$ cat src/rtl/touch_key_ctrl.sv
// Multi-channel capacitive touch key controller: per-channel synchroniser,
// debounce/long-press FSM, and a shared toggle/momentary/radio switch state.

module touch_key_ch #(
  parameter int DEB_CYC  = 20,
  parameter int LONG_CYC = 50_000_000,
  parameter int CW       = 26
) (
  input  logic clk_i,
  input  logic rst_i,
  input  logic key_i,
  output logic press_o,
  output logic long_o,
  output logic active_o
);
  typedef enum logic [2:0] {IDLE, DEB_PRESS, HELD, LONG, DEB_REL} state_e;

  localparam logic [CW-1:0] DEB_M1  = CW'(DEB_CYC - 1);
  localparam logic [CW-1:0] LONG_M1 = CW'(LONG_CYC - 1);

  state_e        state_q, state_d;
  logic [CW-1:0] cnt_q, cnt_d, cnt_inc;
  logic [1:0]    sync_q;
  logic          press_q, press_d, long_q, long_d;
  logic          from_long_q, from_long_d;
  logic          lvl;

  assign lvl      = sync_q[1];
  assign cnt_inc  = (cnt_q == '1) ? cnt_q : cnt_q + 1'b1;
  assign press_o  = press_q;
  assign long_o   = long_q;
  assign active_o = (state_q == HELD) || (state_q == LONG) || (state_q == DEB_REL);

  always_ff @(posedge clk_i or posedge rst_i) begin
    if (rst_i) begin
      sync_q      <= '0;
      state_q     <= IDLE;
      cnt_q       <= '0;
      press_q     <= 1'b0;
      long_q      <= 1'b0;
      from_long_q <= 1'b0;
    end else begin
      sync_q      <= {sync_q[0], key_i};
      state_q     <= state_d;
      cnt_q       <= cnt_d;
      press_q     <= press_d;
      long_q      <= long_d;
      from_long_q <= from_long_d;
    end
  end

  // Debounce counts start at 0 on entry, so the entry cycle is not part of the DEB_CYC run.
  always_comb begin
    state_d     = state_q;
    cnt_d       = cnt_q;
    press_d     = 1'b0;
    long_d      = 1'b0;
    from_long_d = from_long_q;
    case (state_q)
      IDLE: if (lvl) begin
        state_d = DEB_PRESS;
        cnt_d   = '0;
      end
      DEB_PRESS: begin
        if (!lvl) state_d = IDLE;
        else if (cnt_q >= DEB_M1) begin
          state_d     = HELD;
          cnt_d       = '0;
          press_d     = 1'b1;
          from_long_d = 1'b0;
        end else cnt_d = cnt_inc;
      end
      HELD: begin
        if (!lvl) begin
          state_d     = DEB_REL;
          cnt_d       = '0;
          from_long_d = 1'b0;
        end else if (cnt_q >= LONG_M1) begin
          state_d = LONG;
          long_d  = 1'b1;
          cnt_d   = cnt_inc;
        end else cnt_d = cnt_inc;
      end
      LONG: if (!lvl) begin
        state_d     = DEB_REL;
        cnt_d       = '0;
        from_long_d = 1'b1;
      end
      DEB_REL: begin
        if (lvl) begin
          state_d = from_long_q ? LONG : HELD;
          cnt_d   = '0;
        end else if (cnt_q >= DEB_M1) begin
          state_d = IDLE;
          cnt_d   = '0;
        end else cnt_d = cnt_inc;
      end
      default: state_d = IDLE;
    endcase
  end
endmodule

module touch_key_ctrl #(
  parameter int CH          = 4,
  parameter int DEB_CYC     = 20,
  parameter int LONG_CYC    = 50_000_000,
  parameter bit LED_ACT_LOW = 1'b1
) (
  input  logic          sys_clk,
  input  logic          sys_rst,
  input  logic [CH-1:0] touch_key,
  input  logic [1:0]    mode,
  output logic [CH-1:0] led,
  output logic [CH-1:0] press_pulse,
  output logic [CH-1:0] long_pulse,
  output logic [CH-1:0] sw_state
);
  localparam int CW = $clog2(LONG_CYC + 1);

  logic [CH-1:0] press_w, long_w, active_w;
  logic [CH-1:0] sw_q, sw_d, led_q;
  logic          found;

  for (genvar g = 0; g < CH; g++) begin : g_ch
    touch_key_ch #(.DEB_CYC(DEB_CYC), .LONG_CYC(LONG_CYC), .CW(CW)) u_ch (
      .clk_i   (sys_clk),
      .rst_i   (sys_rst),
      .key_i   (touch_key[g]),
      .press_o (press_w[g]),
      .long_o  (long_w[g]),
      .active_o(active_w[g])
    );
  end

  assign press_pulse = press_w;
  assign long_pulse  = long_w;
  assign sw_state    = sw_q;
  assign led         = led_q;

  always_comb begin
    sw_d  = sw_q;
    found = 1'b0;
    case (mode)
      2'b01: sw_d = active_w;
      2'b10: begin
        // Radio mode: only the lowest-index press in a cycle wins.
        for (int i = 0; i < CH; i++) begin
          if (!found && press_w[i]) begin
            found = 1'b1;
            sw_d  = '0;
            if (!sw_q[i]) sw_d[i] = 1'b1;
          end
        end
      end
      default: sw_d = (|long_w) ? '0 : (sw_q ^ press_w);
    endcase
  end

  always_ff @(posedge sys_clk or posedge sys_rst) begin
    if (sys_rst) begin
      sw_q  <= '0;
      led_q <= {CH{LED_ACT_LOW}};
    end else begin
      sw_q  <= sw_d;
      led_q <= sw_d ^ {CH{LED_ACT_LOW}};
    end
  end
endmodule
$ cat config.mk
export PLATFORM = sky130hd
export DESIGN_NAME = touch_key_ctrl
export DESIGN_NICKNAME = d
export VERILOG_FILES = /design/src/rtl/touch_key_ctrl.sv
export SDC_FILE = /design/constraint.sdc
export NUM_CORES = 1
export LEC_CHECK = 0
export ABC_AREA = 1
export BUFFER_PORTS_ARGS = -buffer_cell sky130_fd_sc_hd__buf_2
export CAP_MARGIN = 40
export CORE_UTILIZATION = 45
export DETAILED_ROUTE_END_ITERATION = 10
export HOLD_SLACK_MARGIN = 0.1
export PLACE_DENSITY = 0.64
export SYNTH_ARGS = -nofsm -noshare
export SYNTH_HDL_FRONTEND = slang
export SYNTH_SLANG_ARGS = --single-unit
$ cat constraint.sdc
create_clock -name sys_clk -period 6.14 [get_ports sys_clk]
set_clock_uncertainty 0.1 [all_clocks]
set_input_delay 1.535 -clock sys_clk [delete_from_list [all_inputs] [get_ports sys_clk]]
set_output_delay 1.535 -clock sys_clk [all_outputs]
set_load 0.1 [all_outputs]
==> out/summary.txt <==
========================================================================================
Area delta synth->final                                                            9.38%
Core area                                                                    22,000 um^2
Count of buffer and inverter cells on the critical path                                1
Final sum of negative setup slack                                                   0 ns
Number of resized instances in the post-cts repair step                                0
Number of placed cells counting well taps                                          1,827
Hold path start                                                             g_ch[2].u_ch.sync_q[0]$_DFF_PP0_
CTS tree                                                                             yes
Mux share of post-synthesis cell area                                                 0%
Vert. Die Dim                                                                     153 um
Endpoint arrival time on the critical path                                       1.41 ns
Leading cell type in the layout, fill and taps excluded                          nand2_1
Routability-driven placement congestion ratio                                      0.933
Number of enable-type register cells in the synthesized netlist                        0
CP Max Fanout                                                                          5
Leakage power                                                                    5.34 nW
Net Count, Synth                                                                   1,569
Nature of the critical path endpoint                                         output port
Die Footprint                                                                23,300 um^2
Unrepaired setup endpoints after global routing                                       no
Number of storage elements in the synthesis netlist                                  144
Portion of the clock cycle consumed by the worst path in the final layout          49.7%
Final Power                                                                      3.41 mW
# nets final                                                                       1,580
Instance area after placement                                                10,600 um^2
Combinational family with the most area after synthesis                     simple AND/OR/NAND/NOR gates
Highest clock rate                                                               328 MHz
Power density of the placed cells                                            305 nW/um^2
Buffer cell driving the clock tree root                                        clkbuf_16
Overflow left after global routing                                                     0
Failing checks                                                              design-rule violations
Detailed Routing Iterations Pass 1                                                     8
Diode insertion count for antenna repair                                               0
X dimension of the die                                                            153 um
Period minus WS final                                                            3.05 ns
Critical path, cell by cell                                                        buf_2
Number of distinct library cells after synthesis                                      47
Hold violation total from the final report                                             0
Residual DRC count                                                                     2
Clk slew on worst S/H paths                                                      0.06 ns
Total number of vias                                                               9,815
Final WL                                                                         26.4 mm
Slowest cell delay on critical path                                              0.49 ns
Longest Clk Path Bufs                                                                  2
Path type of the worst setup path                                           register to output port
Final Instance Count excl. Fillers                                                 1,859
Synth Area in Compound Gates                                                       8.00%
Most used flip-flop cell after synthesis                                         dfrtp_1
Share of synthesized cell area in and, or, nand and nor gates                      42.6%
Later-pin clock latency in the skew report                                       0.43 ns
Via/cell ratio                                                                      5.28
Starting utilization of the core area                                              46.4%
Final setup violation count                                                            0
Layout cells sized above 1                                                         8.04%
Average wire per standard cell                                                   14.2 um
Cell class contributing the biggest share of worst-path delay                 flip-flops
Wire length of the first global-routing pass                                     44.7 mm
Total global routing track utilization                                             23.6%
Fin Hold WS                                                                     0.250 ns
Detailed-placement wirelength estimate                                           19.7 mm
Least-Margin Pin Slew                                                           0.841 ns
Adder and majority gate portion of the synthesized area                           0.735%
Final Cell Area                                                              11,200 um^2
CTS HTree Levels                                                                       4
Routed Antenna Nets                                                                    0
Std cell rows                                                                         54
CTS buffer count                                                                      17
Post-CTS Setup Inserts                                                                 0
Synth Cell Area                                                              10,200 um^2
Top-area cell type share of the netlist area                                       34.3%
Reg-to-reg startpoint                                                       g_ch[0].u_ch.sync_q[1]$_DFF_PP0_
Via count of the first global-routing pass                                         9,299
Outcome                                                                     finished, violations left
Slowest library cell on the worst path                                           dfrtp_1
Max-slew violation count                                                               0
Post-CTS Hold Buffers                                                                  0
Peak supply drop                                                                  195 uV
Max capacitance violation total                                                        0
Maximum number of pins on one net before global-route repair                          61
Worst Path Required                                                              4.51 ns
Mean instance size in the synthesized netlist                                  6.57 um^2
Violation count after the first detailed-route iteration                             613
Synth area leader                                                                dfrtp_1
Post-synthesis share of cell area spent on xor and xnor gates                      4.19%
Worst slew slack as a fraction of its limit                                        43.9%
Number of input and output port buffers inserted                                      23
Top post-synthesis cells by area                                            dfrtp_1, nand2_1, nor2_1
Number of top-level pins                                                              24
Warnings, synthesis                                                                    0
Sequential-to-total area share from yosys stat                                     35.3%
Fraction of synthesis flops using an asynchronous set or reset pin                  100%
Crit start category                                                             register
Hold Crit Class                                                             register to register
# clock sinks                                                                        144
Synth Instances                                                                    1,555
Leading cell types in the layout, fill and taps excluded                    nand2_1, nor2_1, inv_1
Critical path startpoint                                                    g_ch[0].u_ch.press_o$_DFF_PP0_
Number of antenna violations at the first check in global routing                      0
========================================================================================
[final cells by class]
class                      count  area [um^2]
tap                          280          350
clock inverter                11          154
clock buffer                  21          470
timing repair buffer          29          200
inverter                     190          718
fill                        2203        10900
multi-input combinational   1184         5670
sequential                   144         3610
[report_power, final]
part	leakage, nW	total [mW]	internal, mW	switching (mW)
logic	3.09	1.15	0.296	0.849
clock network	0.300	1.11	0.676	0.430
registers	1.95	1.16	1.05	0.110
[kinds of logic after synthesis]
logic type,Yosys count
and+or+nand+nor,980
DFF,144
adders and majority gates,6
xor gates and xnor gates,48
AOI/OAI and AO/OA,150
buffers and inverters,227
[path summary, 6_finish.rpt]
kind,end,slack [ns],cells after the start
max in group asynchronous,led[1]$_DFF_PP1_,4.02,3
min reg2reg,g_ch[2].u_ch.sync_q[1]$_DFF_PP0_,0.25,0
min in group asynchronous,g_ch[2].u_ch.cnt_q[4]$_DFFE_PP0P_,1.03,2
min,g_ch[2].u_ch.sync_q[1]$_DFF_PP0_,0.25,0
max reg2reg,g_ch[0].u_ch.cnt_q[12]$_DFFE_PP0P_,3.47,7
max,press_pulse[0],3.09,1
[synthesized netlist by cell type (3+ instances only)]
cell / n
a21oi_1: 17
a31oi_1: 11
buf_1: 3
buf_2: 14
buf_4: 11
buf_6: 3
clkbuf_1: 5
dfrtp_1: 140
dfstp_2: 4
ha_1: 6
inv_1: 177
inv_2: 12
nand2_1: 452
nand2_2: 13
nand2_4: 3
nand3_1: 159
nand3_2: 5
nand4_1: 38
nor2_1: 231
nor2_2: 7
nor2_4: 8
nor3_1: 44
nor3_4: 4
o2111ai_1: 3
o21ai_0: 70
o21ai_1: 33
o22ai_1: 3
o31ai_1: 4
or2_1: 3
xnor2_1: 4
xor2_1: 43
[per-stage QoR]
step | utilization [%] | worst slack (ns)
detailed placement | 47.9 | 3.34
finish | 50.7 | 3.09
CTS | 50.7 | 3.09
floorplan | - | 0.645
global placement | 47.7 | 3.07
global route | 50.7 | 3.05
[routing by layer]
metal	share of wire [%]	vias to the layer above	GRT usage, %
li1	-	5016	-
met1	48	4540	31.8
met2	46	221	38.7
met3	4.3	38	3.21
met4	1.8	0	8.42
met5	0	-	0
[sequential cells by signal (all words and copies together) (netlist names)]
register / cells
g_ch.u_ch.long_o: 4
g_ch.u_ch.press_o: 4
g_ch.u_ch.state_q: 12
sw_state: 4
g_ch.u_ch.from_long_q: 4
g_ch.u_ch.cnt_q: 104
g_ch.u_ch.sync_q: 8
led: 4
(Power assumes the default switching activity.)
